**src/rtl/dmem_bridge.sv**
```systemverilog
// ---------------------------------------------------------------------------
// dmem_bridge
//   Connects the rv32i_core data port to ram_wrap. It turns core loads and
//   stores into word-aligned RAM byte-lane accesses, aligns and sign-extends
//   load data, and decodes one memory-mapped display register. It also
//   arbitrates display mode: while mode_disp is high it snoops one RAM word
//   and forwards it to seg7_ctrl through disp_data.
//
//   Load data always returns exactly one cycle after the request.
//
// Ports
//   m_clock    in   1   system clock, rising edge
//   rst_n      in   1   asynchronous active-low reset
//   mode_disp  in   1   display mode (synchronized upstream)
//   dmem_r     in   1   core load strobe
//   dmem_w     in   1   core store strobe
//   daddr      in   32  core byte address
//   wdata      in   32  core store data, right-justified
//   size       in   2   00 byte, 01 half, 10/11 word
//   uns        in   1   zero-extend load when 1
//   rdata      out  32  aligned, extended load data
//   rvalid     out  1   rdata valid pulse
//   misalign   out  1   rejected-access pulse
//   ram_addr   out  32  word-aligned RAM byte address
//   ram_wdata  out  32  lane-replicated store data
//   ram_rden   out  4   RAM read lane enables
//   ram_wren   out  4   RAM write lane enables
//   ram_rdata  in   32  RAM read data, valid the cycle after ram_rden
//   disp_data  out  32  value for seg7_ctrl
// ---------------------------------------------------------------------------
module dmem_bridge #(
    parameter logic [31:0] DISP_ADDR = 32'h0000_0200,
    parameter logic [31:0] MMIO_ADDR = 32'hFFFF_0000
) (
    input  logic        m_clock,
    input  logic        rst_n,
    input  logic        mode_disp,
    input  logic        dmem_r,
    input  logic        dmem_w,
    input  logic [31:0] daddr,
    input  logic [31:0] wdata,
    input  logic [1:0]  size,
    input  logic        uns,
    output logic [31:0] rdata,
    output logic        rvalid,
    output logic        misalign,
    output logic [31:0] ram_addr,
    output logic [31:0] ram_wdata,
    output logic [3:0]  ram_rden,
    output logic [3:0]  ram_wren,
    input  logic [31:0] ram_rdata,
    output logic [31:0] disp_data
);

    // Byte-lane enables for an access of the given size at the given offset.
    function automatic logic [3:0] lane_mask(input logic [1:0] sz, input logic [1:0] off);
        logic [3:0] m;
        case (sz)
            2'b00:   m = 4'b0001 << off;
            2'b01:   m = off[1] ? 4'b1100 : 4'b0011;
            default: m = 4'b1111;
        endcase
        return m;
    endfunction

    // Replicate the right-justified store data across every lane it may land in.
    function automatic logic [31:0] lane_rep(input logic [1:0] sz, input logic [31:0] d);
        logic [31:0] r;
        case (sz)
            2'b00:   r = {4{d[7:0]}};
            2'b01:   r = {2{d[15:0]}};
            default: r = d;
        endcase
        return r;
    endfunction

    // Expand a 4-bit lane mask into a 32-bit bit mask.
    function automatic logic [31:0] bit_mask(input logic [3:0] m);
        return {{8{m[3]}}, {8{m[2]}}, {8{m[1]}}, {8{m[0]}}};
    endfunction

    // Pick the addressed lane(s) out of a word and extend to 32 bits.
    function automatic logic [31:0] load_align(input logic [31:0] word, input logic [1:0] off,
                                               input logic [1:0] sz, input logic u);
        logic [7:0]  b;
        logic [15:0] h;
        logic [31:0] r;
        case (off)
            2'b00:   b = word[7:0];
            2'b01:   b = word[15:8];
            2'b10:   b = word[23:16];
            default: b = word[31:24];
        endcase
        h = off[1] ? word[31:16] : word[15:0];
        case (sz)
            2'b00:   r = u ? {24'b0, b} : {{24{b[7]}}, b};
            2'b01:   r = u ? {16'b0, h} : {{16{h[15]}}, h};
            default: r = word;
        endcase
        return r;
    endfunction

    logic        mis;
    logic        mmio_hit;
    logic        st_ok;
    logic        ld_ok;
    logic [3:0]  wmask;
    logic [31:0] wrep;

    logic        vld_p1;
    logic        zero_p1;
    logic        mis_p1;
    logic [1:0]  off_p1;
    logic [1:0]  size_p1;
    logic        uns_p1;
    logic        mmio_p1;
    logic [31:0] disp_reg;
    logic [31:0] rdata_hold;
    logic [31:0] rdata_fmt;

    assign mis      = ((size == 2'b01) & daddr[0]) | (size[1] & (daddr[1:0] != 2'b00));
    assign mmio_hit = (daddr == MMIO_ADDR);
    // A simultaneous load is dropped in favour of the store.
    assign st_ok    = dmem_w & ~mis & ~mode_disp;
    assign ld_ok    = dmem_r & ~dmem_w & ~mis & ~mode_disp;
    assign wmask    = lane_mask(size, daddr[1:0]);
    assign wrep     = lane_rep(size, wdata);

    // ---- stage 0: request decode, RAM-side outputs (combinational) ----
    always_comb begin
        ram_addr  = '0;
        ram_wdata = '0;
        ram_rden  = '0;
        ram_wren  = '0;
        if (mode_disp) begin
            ram_addr = DISP_ADDR;
            ram_rden = 4'b1111;
        end else if (st_ok && !mmio_hit) begin
            ram_addr  = {daddr[31:2], 2'b00};
            ram_wdata = wrep;
            ram_wren  = wmask;
        end else if (ld_ok && !mmio_hit) begin
            ram_addr = {daddr[31:2], 2'b00};
            ram_rden = 4'b1111;
        end
    end

    // ---- stage 0 -> 1: register load context, display register, display output ----
    always_ff @(posedge m_clock or negedge rst_n) begin
        if (!rst_n) begin
            vld_p1     <= 1'b0;
            zero_p1    <= 1'b0;
            mis_p1     <= 1'b0;
            off_p1     <= 2'b00;
            size_p1    <= 2'b00;
            uns_p1     <= 1'b0;
            mmio_p1    <= 1'b0;
            disp_reg   <= '0;
            disp_data  <= '0;
            rdata_hold <= '0;
        end else begin
            vld_p1  <= dmem_r & ~dmem_w;
            // Rejected or display-mode loads still answer, but with zero data.
            zero_p1 <= mis | mode_disp;
            mis_p1  <= (dmem_r | dmem_w) & mis & ~mode_disp;
            off_p1  <= daddr[1:0];
            size_p1 <= size;
            uns_p1  <= uns;
            mmio_p1 <= mmio_hit;
            if (st_ok && mmio_hit) begin
                disp_reg <= (disp_reg & ~bit_mask(wmask)) | (wrep & bit_mask(wmask));
            end
            disp_data <= mode_disp ? ram_rdata : disp_reg;
            if (vld_p1) begin
                rdata_hold <= rdata_fmt;
            end
        end
    end

    // ---- stage 1: response; RAM data arrives this cycle, so format it directly ----
    assign rdata_fmt = zero_p1 ? 32'h0 :
                       load_align(mmio_p1 ? disp_reg : ram_rdata, off_p1, size_p1, uns_p1);
    assign rdata     = vld_p1 ? rdata_fmt : rdata_hold;
    assign rvalid    = vld_p1;
    assign misalign  = mis_p1;

endmodule

```
**config.mk**
```make
export PLATFORM = sky130hd
export DESIGN_NAME = dmem_bridge
export DESIGN_NICKNAME = d
export VERILOG_FILES = /design/src/rtl/dmem_bridge.sv
export SDC_FILE = /design/constraint.sdc
export NUM_CORES = 1
export LEC_CHECK = 0
export CAP_MARGIN = 25
export CELL_PAD_IN_SITES_DETAIL_PLACEMENT = 1
export CELL_PAD_IN_SITES_GLOBAL_PLACEMENT = 2
export CORE_AREA = 2 2 158 160
export CTS_CLUSTER_DIAMETER = 150
export CTS_CLUSTER_SIZE = 12
export DETAILED_ROUTE_END_ITERATION = 6
export DIE_AREA = 0 0 160 162
export PLACE_DENSITY_LB_ADDON = 0.1
export SLEW_MARGIN = 20
export SYNTH_ARGS = -nofsm -noshare
export SYNTH_HDL_FRONTEND = slang
export SYNTH_SLANG_ARGS = --single-unit
```
**constraint.sdc**
```tcl
create_clock -name m_clock -period 2.2 [get_ports m_clock]
set_input_delay 0.33 -clock m_clock [delete_from_list [all_inputs] [get_ports m_clock]]
set_output_delay 0.33 -clock m_clock [all_outputs]
set_load 0.03 [all_outputs]
```
==> results of run 1 <==
==> power by group <==
group,internal [mW],switching [mW]
combinational,0.850,1.03
clock,1.00,0.793
sequential,2.01,0.0333
total,3.86,1.85
==> metal layers <==
| layer | vias to the layer above | routed length (um) | global-route usage |
|---|---|---|---|
| li1 | 2966 | - | - |
| met1 | 3220 | 13000 | 0.2815 |
| met2 | 181 | 14240 | 0.3544 |
| met3 | 34 | 1534 | 0.04877 |
| met4 | 2 | 438 | 0.06061 |
| met5 | - | 13 | 0 |
==> final cells by class <==
cell class              instances  share of cell area
multi-input cells             432              0.3509
clock inverters                 6            0.007620
flip-flops and latches        105              0.2224
clock buffers                  10             0.01937
inverters                      65             0.02064
diodes                          1           0.0002117
repair buffers                402              0.3446
well taps                     324             0.03429
==> critical path, delay by kind of cell (launching register included) <==
| family | cells | cell delay [ns] |
|---|---|---|
| DFF | 1 | 0.36 |
| muxes | 1 | 0.53 |
| and+or+nand+nor | 2 | 0.45 |
| AOI/OAI and AO/OA | 1 | 0.11 |
| buffers and inverters | 3 | 0.47 |
==> worst paths after layout <==
kind | depth (start not counted) | start | to
setup / recovery | 7 | mmio_p1 | rdata[19]
setup reg to reg | 13 | mmio_p1 | rdata_hold[20]
min in group asynchronous | 2 | rst_n | rdata_hold[19]
hold / removal | 3 | daddr[0] | off_p1[0]
hold reg to reg | 2 | flip-flop | flip-flop
max in group asynchronous | 3 | rst_n | disp_data[10]
==> what timing repair did <==
action | in CTS | in global routing
endpoints found under the hold margin | 32 | 0
hold buffers | 1 | 0
gates cloned | 4 | 6
resized for setup | 259 | 222
pin swaps | 31 | 59
setup buffers | 43 | 8
endpoints found under the setup margin | 110 | 105
==> kinds of logic after synthesis <==
| group | count (synthesis) | share of synthesized area |
|---|---|---|
| and+or+nand+nor | 200 | 0.1735 |
| AOI/OAI and AO/OA | 126 | 0.1238 |
| buffers and inverters | 114 | 0.08342 |
| DFF | 105 | 0.4391 |
| muxes | 104 | 0.1796 |
| other | 1 | 0.0006266 |
==> synthesized netlist by cell type (4+ instances only) <==
cell type | count | share of area
nand4_1 | 4 | 0.0042
mux2i_1 | 86 | 0.14
nor3_1 | 47 | 0.039
nor2_1 | 53 | 0.033
mux2_2 | 17 | 0.032
buf_4 | 10 | 0.013
nand2b_1 | 5 | 0.0052
nand2_1 | 27 | 0.017
nand3b_1 | 16 | 0.020
o21ai_0 | 43 | 0.036
clkbuf_1 | 24 | 0.015
dfrtp_1 | 105 | 0.44
a211oi_1 | 7 | 0.0088
buf_2 | 9 | 0.0075
and3_1 | 9 | 0.0094
a21oi_1 | 44 | 0.037
nor2b_1 | 26 | 0.027
a221o_1 | 7 | 0.012
o22ai_1 | 10 | 0.010
inv_1 | 64 | 0.040
nor4_1 | 4 | 0.0042
==> per-stage QoR <==
| step | hold slack [ns] | setup TNS, ns |
|---|---|---|
| floorplan | 0.03441 | -0.6847 |
| global placement | 0.3176 | -47.14 |
| detailed placement | 0.3279 | -51.21 |
| CTS | 0.2825 | -12.57 |
| global route | 0.3353 | -27.14 |
| finish | 0.3304 | -22.02 |
==> results.yml, run 1 <==
status:
  status: "finished with violations"
  violations: "negative setup slack"
timing:
  worst_pin_slew_ns: 0.5904
  maxSlewViolCount: 0
  fin_ws_ns: -0.3970
  final-hold-violation-count: 0
  fmax_ghz: 0.3851
  rsz0062_at_grt: "yes"
  finalCritPeriodShare: 1.180
  finClkSkew_ns: 0.01085
  min_period_ns: 2.597
  setup_viol: 93
  slew_headroom: 0.5951
floorplan:
  die_w_um: 160
  initial_core_util: 0.2483
  io_pins: 242
  core_um2: 24110
  dieArea_um2: 25920
  dieHeight_um: 162
  core.rowCount: 57
cts:
  cts_buffer_depth: 2
  cts_root_buf: "clkbuf_16"
  cts_buffers: 9
  insertion_delay_ns: 0.36
  cts.sinks: 105
  cts_max_level: 3
  cts_tree: "yes"
  clkTransAtPathRegs_ns: 0.08
synth:
  synth-seq-area-share: 0.4391
  ys.flop_type: "dfrtp_1"
  synth_edf_count: 0
  synthCells: 650
  synth_async_sr_flop_share: 1.000
  avgSynthCellArea_um2: 9.207
  synth_cell_type_count: 45
  yosysWarnings: 0
  synth_seq_cells: 105
  syn_area_um2: 5984
routing:
  viasPerCell: 4.761
  firstDrtPassIters: 4
  drtIter0Drc: 249
  remaining_drc_errors: 0
  ant_nets: 0
  wirelength_um: 29240
  vias: 6403
  wl_per_cell_um: 21.74
critical_path:
  r2r_setup_slack_ns: -0.37
  slowest_delay_ns: 0.53
  critical_path_required_ns: 1.87
  critPathSlowestCell: "mux4_2"
  critical_path_class: "flip-flop to primary output"
  cp.arrival_ns: 2.27
  critPathMaxFanout: 16
  cp_common_cell: "buf_6"
  path_cells: "buf_6 -> mux4_2 -> and3_4 -> buf_12 -> nor3_2 -> a21oi_2 -> buf_6"
  start_kind: "flip-flop"
  cp-end-kind: "primary output"
global_routing:
  track_usage: 0.2140
  grt-ovfl-total: 0
  grt_pass1_vias: 7203
  grt_max_degree: 51
  antenna_found_initial: 3
  grt_pass1_wl_um: 42450
cells_and_area:
  final_common_cell: "buf_4"
  nNetsFinal: 1119
  final-instance-count-excl-fill: 1345
  fin_util: 0.4904
  multi_input_area_um2: 4149
  drive_above_1_share: 0.4775
  regArea_um2: 2629
  final_cell_area_um2: 11820
  syn_to_final_growth_pct: 97.55
  fill_cells: 2632
  final_cell_mix: "buf_4 (145), dfrtp_1 (104), buf_6 (102)"
placement:
  dp_cells: 1269
  place_area_um2: 9295
  pre_cts_slack_ns: -0.5033
  io_buffers: 239
  gp_congestion: 0.7702
  dpl.hpwl_um: 20200
flow_run:
  drv_cap: 0
power_and_ir_drop:
  power_density_nw_per_um2: 483.2
  total_leakage_power_nw: 5.156
  peakVddDrop_mv: 0.2887
  finalPower_mw: 5.713
hold_path:
  hp-class: "input pin to flip-flop"
(Power assumes the default switching activity.)
==> inputs of run 2 (changes only) <==
--- a/config.mk
+++ b/config.mk
@@ -5,6 +5,7 @@
 export SDC_FILE = /design/constraint.sdc
 export NUM_CORES = 1
 export LEC_CHECK = 0
+export ABC_CLOCK_PERIOD_IN_PS = 2200
 export CAP_MARGIN = 25
 export CELL_PAD_IN_SITES_DETAIL_PLACEMENT = 1
 export CELL_PAD_IN_SITES_GLOBAL_PLACEMENT = 2
@@ -13,7 +14,7 @@
 export CTS_CLUSTER_SIZE = 12
 export DETAILED_ROUTE_END_ITERATION = 6
 export DIE_AREA = 0 0 160 162
-export PLACE_DENSITY_LB_ADDON = 0.1
+export PLACE_DENSITY = 0.87
 export SLEW_MARGIN = 20
 export SYNTH_ARGS = -nofsm -noshare
 export SYNTH_HDL_FRONTEND = slang
==> results.yml, run 2 (same netlist as run 1, synthesis figures left out) <==
hold_path:
  worstHoldStart: "daddr[0]"
  whs_path_depth: 2
  hp-class: "input pin to flip-flop"
placement:
  gp_congestion: 0.8003
  place_area_um2: 9400
  dpl.hpwl_um: 20040
  pre_cts_slack_ns: -0.5902
  io_buffers: 239
  dp_cells: 1271
global_routing:
  grt_util_met3: 0.05490
  grtUsageMet1: 0.2584
  use_met2: 0.3981
  grt-ovfl-total: 0
  grt_pass1_wl_um: 43690
  grt_pass1_vias: 7270
  antenna_found_initial: 2
  gr-max-usage-layer: "met2"
  track_usage: 0.2221
  grt_max_degree: 40
routing:
  ant_nets: 0
  firstDrtPassIters: 4
  remaining_drc_errors: 0
  drtIter0Drc: 235
  wl_per_cell_um: 22.41
  wirelength_um: 30240
  vias: 6537
  viasPerCell: 4.846
critical_path:
  critical_path_class: "flip-flop to primary output"
  slowest_delay_ns: 0.47
  critPathMaxFanout: 7
  path_cells: "buf_6 -> mux2i_2 -> a311oi_2 -> o211ai_1 -> buf_4 -> clkbuf_16 -> a21oi_4 -> buf_6"
  start_kind: "flip-flop"
  crit_buf_inv: 4
  reg2reg_depth: 9
  cp-end-kind: "primary output"
  cp.depth: 8
  worstSetupStartpoint: "mmio_p1"
  cp_common_cell: "buf_6"
  r2r-start: "mmio_p1"
  critPathSlowestCell: "dfrtp_2"
  crit_family: "buffers and inverters"
  critical_path_required_ns: 1.87
  cp.arrival_ns: 2.32
timing:
  hold_ws_ns: 0.2429
  final-hold-violation-count: 0
  fin_setup_tns_ns: -24.10
  rsz0062_at_grt: "yes"
  finClkSkew_ns: 0.01324
  min_period_ns: 2.653
  slew_headroom: 0.6643
  setup_viol: 102
  fmax_ghz: 0.3769
  maxSlewViolCount: 0
  finalCritPeriodShare: 1.206
  fin_ws_ns: -0.4533
  worst_pin_slew_ns: 0.5020
cells_and_area:
  fin_util: 0.4934
  final-instance-count-excl-fill: 1349
  fill_cells: 2665
  nNetsFinal: 1122
  syn_to_final_growth_pct: 98.73
  final_cell_mix: "buf_4 (140), dfrtp_1 (104), clkdlybuf4s50_1 (100)"
  final_cell_area_um2: 11890
  drive_above_1_share: 0.4927
  final_common_cell: "buf_4"
power_and_ir_drop:
  peakVddDrop_mv: 0.3641
  combPwrFrac: 0.342
  switching_power_mw: 1.919
  p_int_mw: 3.662
  total_leakage_power_nw: 5.102
  switching_share: 0.3438
  power_density_nw_per_um2: 469.2
  p_clk_frac: 0.293
  finalPower_mw: 5.580
  p_seq_frac: 0.365
floorplan:
  core.rowCount: 57
  dieArea_um2: 25920
  initial_core_util: 0.2483
  dieHeight_um: 162
  die_w_um: 160
  io_pins: 242
  core_um2: 24110
status:
  violations: "negative setup slack"
  status: "finished with violations"
cts:
  cts.sinks: 105
  cts_buffers: 9
  cts_root_buf: "clkbuf_16"
  clkTransAtPathRegs_ns: 0.08
  cts_max_level: 3
  cts_tree: "yes"
  cts_buffer_depth: 2
  insertion_delay_ns: 0.36
flow_run:
  drv_cap: 0
==> run 2: cell types whose count changed in the layout (fill, tap and decap cells not counted), sizes merged, moves of 2 or more <==
cell	change
clkbuf	+9
dlygate4sd2	-2
buf	-7
inv	+3
bufinv	-2
==> run 2: timing repair <==
action                                  CTS  global route
endpoints found under the hold margin    31             0
endpoints found under the setup margin  102           102
setup buffers                            40            24
cloned                                    7             2
hold buffers                              1             0
pin swaps                                69            48
gates resized for setup                 355           154
==> run 2: layout make-up <==
type                            count  area (um^2)  area share
Clock buffer                        9        225.2     0.01894
Clock inverter                      7        61.31    0.005155
Timing Repair Buffer              404         4100      0.3448
Multi-Input combinational cell    433         4223      0.3551
Antenna cell                        2        5.005   0.0004208
Sequential cell                   105         2629      0.2210
Tap cell                          324        405.4     0.03409
Inverter                           65        244.0     0.02052
==> run 2: path summary, 6_finish.rpt <==
kind | to | slack (ns)
worst max-delay path | rdata[12] | -0.45
worst min-delay path | off_p1[0] | 0.24
worst max register to register | rdata_hold[19] | 0.11
worst min register to register | disp_data[7] | 0.54
max in group asynchronous | async pin | 1.10
min in group asynchronous | rdata_hold[10] | 0.48
==> run 2: per-layer routing <==
metal	vias up	part of all wire
li1	2984	-
met1	3287	0.39
met2	228	0.53
met3	38	0.055
met4	0	0.030
met5	-	0
==> run 2: power by group through the flow <==
stage	clock, mW	combinational, mW	sequential (mW)
after floorplan	0	0.554	2.14
after global placement	0	1.45	2.07
after detailed placement	0	1.46	2.08
after CTS	1.66	1.76	2.04
after global routing	1.74	2.01	2.05
final	1.63	1.91	2.04
